## config.mk

```make
export PLATFORM = sky130hd
export DESIGN_NAME = audio_i2s_tx
export DESIGN_NICKNAME = d
export VERILOG_FILES = /design/src/rtl/audio_pkg.sv /design/src/rtl/audio_pair_fifo.sv /design/src/rtl/audio_i2s_tx.sv
export SDC_FILE = /design/constraint.sdc
export NUM_CORES = 1
export LEC_CHECK = 0
export BUFFER_PORTS_ARGS = -buffer_cell sky130_fd_sc_hd__buf_2
export CAP_MARGIN = 20
export CORE_MARGIN = 2
export CORE_UTILIZATION = 61
export DETAILED_ROUTE_END_ITERATION = 8
export GPL_ROUTABILITY_DRIVEN = 0
export PLACE_DENSITY = 0.81
export SYNTH_ARGS = -nofsm -noshare
export SYNTH_HDL_FRONTEND = slang
export SYNTH_SLANG_ARGS = --single-unit
```

## constraint.sdc

```tcl
create_clock -name clk -period 6.65 [get_ports clk]
set_input_delay 1.33 -clock clk [delete_from_list [all_inputs] [get_ports clk]]
set_output_delay 1.33 -clock clk [all_outputs]
set_load 0.02 [all_outputs]
```

## src/rtl/audio_pkg.sv

```systemverilog
// Shared types and constants for the on-board I2S audio path.
//   I2S_FRAME_BITS / I2S_SLOT_BITS : frame geometry (32 BCK per frame, 16 per slot)
//   sample_pair_t                  : one left/right 16-bit sample pair
//   tx_state_t                     : serializer framing state
//   sat16()                        : clamp a 17-bit signed value to 16-bit signed
package audio_pkg;

    localparam int unsigned I2S_FRAME_BITS = 32;
    localparam int unsigned I2S_SLOT_BITS  = 16;

    typedef struct packed {
        logic [15:0] l;
        logic [15:0] r;
    } sample_pair_t;

    // TX_WAIT: no frame started since reset; TX_FRAME: pos tracks a live frame
    typedef enum logic {
        TX_WAIT,
        TX_FRAME
    } tx_state_t;

    // Overflow exactly when the two top bits disagree; the sign picks the rail.
    function automatic logic [15:0] sat16(input logic signed [16:0] v);
        if (v[16] != v[15]) begin
            return v[16] ? 16'h8000 : 16'h7FFF;
        end
        return v[15:0];
    endfunction

endpackage

```

## src/rtl/audio_pair_fifo.sv

```systemverilog
// Circular sample-pair buffer between the sample producer and the I2S serializer.
//   clk, rst_n    : clock, asynchronous active-low reset (clears all entries)
//   push, wdata   : write a pair; ignored while full
//   pop, rdata    : rdata shows the oldest pair; pop ignored while empty
//   count         : occupancy 0..DEPTH
//   full, empty   : occupancy flags
module audio_pair_fifo
    import audio_pkg::*;
#(
    parameter int unsigned DEPTH = 2
) (
    input  logic                         clk,
    input  logic                         rst_n,
    input  logic                         push,
    input  sample_pair_t                 wdata,
    input  logic                         pop,
    output sample_pair_t                 rdata,
    output logic [$clog2(DEPTH+1)-1:0]   count,
    output logic                         full,
    output logic                         empty
);

    localparam int unsigned AW = (DEPTH > 1) ? $clog2(DEPTH) : 1;
    localparam int unsigned CW = $clog2(DEPTH + 1);

    sample_pair_t  mem [DEPTH];
    logic [AW-1:0] wr_ptr;
    logic [AW-1:0] rd_ptr;
    logic          do_push;
    logic          do_pop;

    assign full    = (count == CW'(DEPTH));
    assign empty   = (count == '0);
    assign do_push = push && !full;
    assign do_pop  = pop && !empty;
    assign rdata   = mem[rd_ptr];

    // DEPTH is a power of two, so the pointers wrap naturally.
    always_ff @(posedge clk or negedge rst_n) begin
        if (!rst_n) begin
            wr_ptr <= '0;
            rd_ptr <= '0;
            count  <= '0;
            for (int unsigned i = 0; i < DEPTH; i++) begin
                mem[i] <= '0;
            end
        end else begin
            if (do_push) begin
                mem[wr_ptr] <= wdata;
                wr_ptr      <= wr_ptr + AW'(1);
            end
            if (do_pop) begin
                rd_ptr <= rd_ptr + AW'(1);
            end
            case ({do_push, do_pop})
                2'b10:   count <= count + CW'(1);
                2'b01:   count <= count - CW'(1);
                default: count <= count;
            endcase
        end
    end

endmodule

```

## src/rtl/audio_i2s_tx.sv

```systemverilog
// Single-clock I2S transmitter for the headphone/amplifier DAC.
//   clk        : pixel clock, the only clock
//   pll_lock   : asynchronous active-low reset
//   bck_div    : BCK half-period minus 1 in clk cycles (0 behaves as 1)
//   in_l/in_r  : signed 16-bit sample pair; in_valid/in_ready handshake
//   hp_bck     : bit clock; hp_ws word select (0 = left); hp_din MSB-first data
//   pa_en      : amplifier enable (inverted polarity in stereo builds)
//   frame_tick : 1-clk pulse when a frame starts at position 0
//   underrun   : 1-clk pulse when a frame starts with no queued pair
module audio_i2s_tx
    import audio_pkg::*;
#(
    parameter bit          STEREO     = 1'b0,
    parameter int unsigned SHIFT      = 3,
    parameter int unsigned FIFO_DEPTH = 2
) (
    input  logic        clk,
    input  logic        pll_lock,
    input  logic [7:0]  bck_div,
    input  logic [15:0] in_l,
    input  logic [15:0] in_r,
    input  logic        in_valid,
    output logic        in_ready,
    output logic        hp_bck,
    output logic        hp_ws,
    output logic        hp_din,
    output logic        pa_en,
    output logic        frame_tick,
    output logic        underrun
);

    localparam int unsigned CW = $clog2(FIFO_DEPTH + 1);

    logic          running;
    logic [7:0]    div_cnt;
    logic [7:0]    div_max;
    logic          div_hit;
    logic          shift_tick;
    tx_state_t     state;
    tx_state_t     state_next;
    logic [4:0]    pos;
    logic [4:0]    pos_next;
    logic          frame_start;
    logic [31:0]   w;
    logic [31:0]   w_next;
    sample_pair_t  fifo_wdata;
    sample_pair_t  fifo_rdata;
    logic          fifo_full;
    logic          fifo_empty;
    logic [CW-1:0] fifo_count_unused;
    logic          push;
    logic          pop;

    assign div_max    = (bck_div == 8'd0) ? 8'd1 : bck_div;
    assign div_hit    = (div_cnt >= div_max);
    // BCK is about to fall: data and word select move with the falling edge
    assign shift_tick = div_hit && hp_bck;

    assign in_ready   = running && !fifo_full;
    assign pa_en      = STEREO ? ~running : running;
    assign push       = in_valid && in_ready;
    assign pop        = frame_start && !fifo_empty;
    assign fifo_wdata = {in_l, in_r};

    // Level output kept on the FIFO for status taps; flags suffice here.
    audio_pair_fifo #(
        .DEPTH (FIFO_DEPTH)
    ) u_fifo (
        .clk   (clk),
        .rst_n (pll_lock),
        .push  (push),
        .wdata (fifo_wdata),
        .pop   (pop),
        .rdata (fifo_rdata),
        .count (fifo_count_unused),
        .full  (fifo_full),
        .empty (fifo_empty)
    );

    function automatic logic [31:0] fmt(input sample_pair_t p);
        logic signed [15:0] sl;
        logic signed [15:0] sr;
        logic signed [16:0] m;
        logic [15:0]        s;
        sl = $signed(p.l) >>> SHIFT;
        sr = $signed(p.r) >>> SHIFT;
        m  = $signed({p.l[15], p.l}) + $signed({p.r[15], p.r});
        s  = sat16(m >>> SHIFT);
        return STEREO ? {sl, sr} : {s, s};
    endfunction

    always_ff @(posedge clk or negedge pll_lock) begin
        if (!pll_lock) begin
            state <= TX_WAIT;
            pos   <= '0;
        end else begin
            state <= state_next;
            pos   <= pos_next;
        end
    end

    // The first shift tick after reset opens frame position 0 directly;
    // afterwards a frame starts on the 31 -> 0 wrap.
    always_comb begin
        state_next  = state;
        pos_next    = pos;
        frame_start = 1'b0;
        if (shift_tick) begin
            case (state)
                TX_WAIT: begin
                    state_next  = TX_FRAME;
                    pos_next    = '0;
                    frame_start = 1'b1;
                end
                default: begin
                    pos_next    = pos + 5'd1;
                    frame_start = (pos == 5'd31);
                end
            endcase
        end
    end

    // An empty FIFO at frame start keeps the previous word.
    always_comb begin
        w_next = w;
        if (pop) begin
            w_next = fmt(fifo_rdata);
        end
    end

    always_ff @(posedge clk or negedge pll_lock) begin
        if (!pll_lock) begin
            running    <= 1'b0;
            div_cnt    <= '0;
            hp_bck     <= 1'b0;
            hp_ws      <= 1'b0;
            hp_din     <= 1'b0;
            frame_tick <= 1'b0;
            underrun   <= 1'b0;
            w          <= '0;
        end else begin
            running <= 1'b1;
            if (div_hit) begin
                div_cnt <= '0;
                hp_bck  <= ~hp_bck;
            end else begin
                div_cnt <= div_cnt + 8'd1;
            end
            w          <= w_next;
            frame_tick <= frame_start;
            underrun   <= frame_start && fifo_empty;
            if (shift_tick) begin
                hp_din <= w_next[5'(I2S_FRAME_BITS - 1) - pos_next];
                // WS flips one BCK ahead of each slot's MSB
                hp_ws  <= (pos_next >= 5'(I2S_SLOT_BITS - 1)) &&
                          (pos_next <= 5'(I2S_FRAME_BITS - 2));
            end
        end
    end

endmodule

```

==> impl.org <==
** Setup path
- The critical path contains buffers and inverters numbering 4 combined.
- Cells along the critical path :: buf_2 > nor4_1 > a41o_1 > ha_1 > nand2b_4 > a2111o_1 > a32oi_1 > buf_4 > or3_1 > buf_4 > inv_4 > o2111ai_1 > nand3_1 > mux2_1 > a221o_1 > a221oi_2 > a311oi_2
- The worst setup path is launched from an input pin.
- Critical-path cell with the highest stage delay :: a2111o_1
- The kind of cell with the highest combined delay along the critical path is compound AO/OA/AOI/OAI gates.
- The worst setup path is captured at a flop.
- Data arrives at the worst endpoint at 5.04 ns.
- The cell that appears most often on the critical path is buf_4.
- For the worst setup path, the data required time is between 7 and 8 ns.
- Of all nets on the critical path, the largest fanout is 33.
- Setup slack of the most critical reg-to-reg path :: around 2.3 ns
- Crit Path Category :: in2reg
- Stage delay of the slowest cell on the critical path :: around 0.44 ns

** Detailed routing
- Average routed wire per standard cell :: between 15 and 20 um
- Total Routed Length :: ~13 mm
- Using the TritonRoute via totals, the vias-per-cell ratio works out to 5.93.
- For this block, the initial DRC count from the detailed router was 220.
- The pre-antenna-repair detailed-routing pass consisted of 6 iterations.
- Once detail routing completed, the nets flagged for antenna violations numbered 0.
- In the routed design, unresolved DRC markers number 0.
- Vias after detailed routing :: 4505

** Placed design
- Port buffering added slightly below 50 buffers.
- Final HPWL from detailed placement :: about 9 mm

** Yosys
- Among all cell types in the netlist, the one instantiated most often is dfrtp_1.
- Among all flip-flop cells after synthesis, the most frequent one is dfrtp_1.
- Proportion of synthesized chip area in sequential cells :: 0.479
- Area share of the largest cell type after synthesis :: 0.479
- Counting flops with a built-in enable in the synthesized netlist gives 0.
- Synth Net Count :: around 630
- Library cell with the largest summed area after synthesis :: dfrtp_1
- By area the synthesized netlist is led by dfrtp_1 (48%), mux2_2 (17%), ha_1 (5.4%).
- After synthesis the netlist holds a flip-flop and latch count of 120.
- Fraction of synthesis flops using an asynchronous set or reset pin :: 1.00
- In the synthesized netlist, the cells that appear most often are dfrtp_1 (120), mux2_2 (96), nand2_1 (65).
- Average size of a mapped cell :: between 10 and 15 um^2
- Warnings from Yosys :: 0
- Summing every instance area after synthesis gives roughly 6300 um^2.
- Gate Count Post-Synth :: 561
- The netlist uses 63 different library cells.

** GRT
- Via count of the first global-routing pass :: approximately 4700
- For this run, the total global-route usage over all layers was measured as 0.255.
- Wire length of the first global-routing pass :: ~23 mm
- The initial antenna violation count came to 0.
- Global routing finished with a remaining overflow of 0.
- Largest net degree at the start of global routing :: 65

** Floorplan
- X dimension of the die :: 105 um
- Die height :: approximately 110 um
- Die Footprint :: 11100 um^2
- The initial utilization of the core area, before any placement, comes to 0.619.
- Number of placement rows :: 37
- Area of the placeable core :: a little over 10000 um^2
- Number of ports placed on the die boundary :: 50

** Clocking
- Hold Buf Count CTS :: 0
- TritonCTS built the clock tree.
- Number of buffers inserted to repair setup after CTS :: 0
- Total of cells resized after clock tree synthesis :: 0
- For the worst-skew pair, the clock arrives at the later sink with an insertion delay of about 0.52 ns.
- Clock Path Buffers :: 2
- Clock-pin slew was measured on the worst setup and hold paths at 0.06 ns.
- Number of H-tree levels :: 4
- Buffer type at the clock tree root :: clkbuf_8
- Clock sink total :: 120
- TritonCTS Buffers :: 17

** Pwr
- Static leakage :: around 3.4 nW
- Maximum VDD drop :: roughly 0.32 mV
- Clock network power share :: 0.211
- Sw Pwr :: approximately 1.7 mW
- Cell internal power dissipation :: approximately 2.6 mW
- Of the total power, the share spent switching nets is 0.400.
- In this run the power density over the cells is 593 nW/um^2.
- Total chip power :: between 4 and 5 mW
- Power share of the sequential group :: 0.298
- Of the total power, combinational logic draws 0.491.

** Run
- Max-cap violations in this run came to 0.

** Timing
- Final setup violation count :: 0
- Min Clock Period, post-route :: between 4 and 5 ns
- Timing would allow up to between 200 and 250 MHz.
- In this run the tightest slew margin relative to its limit is 0.325.
- At the pin with the least slew margin, the transition time is between 1 and 1.5 ns.
- Setup repair after global routing left no endpoint under its margin.
- Across the routed clock network, the largest skew measured is around 0.0070 ns.
- The count of final max-slew check failures was 0.
- In the final timing run, aggregate negative setup slack is 0 ns.
- Part of the cycle the worst path needs :: 0.701
- The count of final hold-check violations was 0.

** Final layout
- Util after Layout :: 0.710
- The repair_antennas step left the layout with diodes totalling 0.
- Layout cell share with drive strength beyond 1 :: 0.317
- Final net count :: 681
- Relative to the synthesized area, the layout overhead comes to 14.8%.

** Run status
- The flow ran to the end, and the final reports show no timing, DRC or antenna violations.

** Worst hold path
- Class of the worst hold path :: reg2reg
flip-flops by register name, indices dropped and copies added, names as in the netlist:
register       cells
pa_en              1
w                 32
pos                5
u_fifo.wr_ptr      1
hp_din             1
u_fifo.count       2
u_fifo.mem        64
underrun           1
state              1
hp_bck             1
u_fifo.rd_ptr      1
hp_ws              1
frame_tick         1
div_cnt            8
worst paths after layout:
path / from / endpoint / depth (start not counted)
min in group asynchronous: pll_lock / div_cnt[2] / 1
hold / removal: w[22] / w[22] / 2
setup reg to reg: u_fifo.rd_ptr / hp_din / 13
max in group asynchronous: pll_lock / w[19] / 2
hold reg to reg: w[22] / w[22] / 2
setup / recovery: bck_div[6] / hp_din / 17
logic make-up (layout without fill, tap and decap cells):
| kind of cell | after synthesis | in the layout | share of synthesized area |
|---|---|---|---|
| simple gates | 151 | 151 | 0.109 |
| flops | 120 | 120 | 0.479 |
| buf+inv | 39 | 102 | 0.0283 |
| compound gates | 99 | 99 | 0.114 |
| xor+xnor | 21 | 21 | 0.0293 |
| other cells | 1 | 1 | 0.000598 |
| fa+ha+maj | 27 | 27 | 0.0538 |
| mux | 103 | 103 | 0.186 |
metal layers:
layer / share of wire / vias up / track usage
met3: 0.040 / 21 / 0.0519
met5: 0 / - / 0
met2: 0.50 / 126 / 0.424
met4: 0.014 / 0 / 0.0752
met1: 0.44 / 2240 / 0.340
li1: - / 2118 / -
area by class of cell:
cell class | count | area (um^2)
inverters | 16 | 62.6
well taps | 136 | 170
multi-input cells | 402 | 3090
repair buffers | 54 | 285
flip-flops and latches | 120 | 3000
clock inverters | 13 | 146
fillers | 712 | 2940
clock buffers | 19 | 442
metrics by stage:
stage / hold slack [ns] / instance area, um^2 / setup WS [ns] / instances
6_report: 0.487 / 7200 / 1.99 / 760
5_1_grt: 0.499 / 7200 / 1.81 / 760
4_1_cts: 0.482 / 7200 / 2.05 / 760
3_5_place_dp: 0.460 / 6620 / 1.56 / 728
3_3_place_gp: 0.454 / 6620 / 1.66 / 728
2_1_floorplan: 0.438 / 6270 / 2.30 / 561
worst min-delay path: cells and delay by family, from the launching register on:
| kind | cells | cell delay (ns) |
|---|---|---|
| flip-flops | 1 | 0.32 |
| AND/OR/NAND/NOR | 2 | 0.13 |
power by group through the flow:
stage / registers [mW] / clock network [mW] / logic [mW]
after CTS: 1.27 / 0.911 / 2.08
after global routing: 1.32 / 0.945 / 2.32
after floorplan: 1.20 / 0 / 1.65
after detailed placement: 1.28 / 0 / 2.05
final: 1.28 / 0.900 / 2.10
after global placement: 1.25 / 0 / 2.00
layout by cell type (no fill, tap or decap), types with 3 or more instances in the layout:
cell type	count
dfrtp_1	120
mux2_2	96
nand2_1	65
buf_2	48
nor2_1	31
ha_1	27
nand3_1	21
a21oi_1	17
clkbuf_16	16
o21ai_0	14
inv_1	13
xnor2_1	11
xor2_1	10
and3_1	8
o21a_1	8
a22oi_1	8
a31oi_1	7
a21o_1	6
buf_4	6
mux2i_1	5
clkinvlp_4	5
nor2b_1	4
nand2b_1	4
clkinv_4	4
nand4_1	3
a211oi_1	3
o21bai_1	3
nor3_1	3
and2_1	3
nor4_1	3
clkbuf_8	3
No activity file was read; power rests on OpenSTA's default activity.
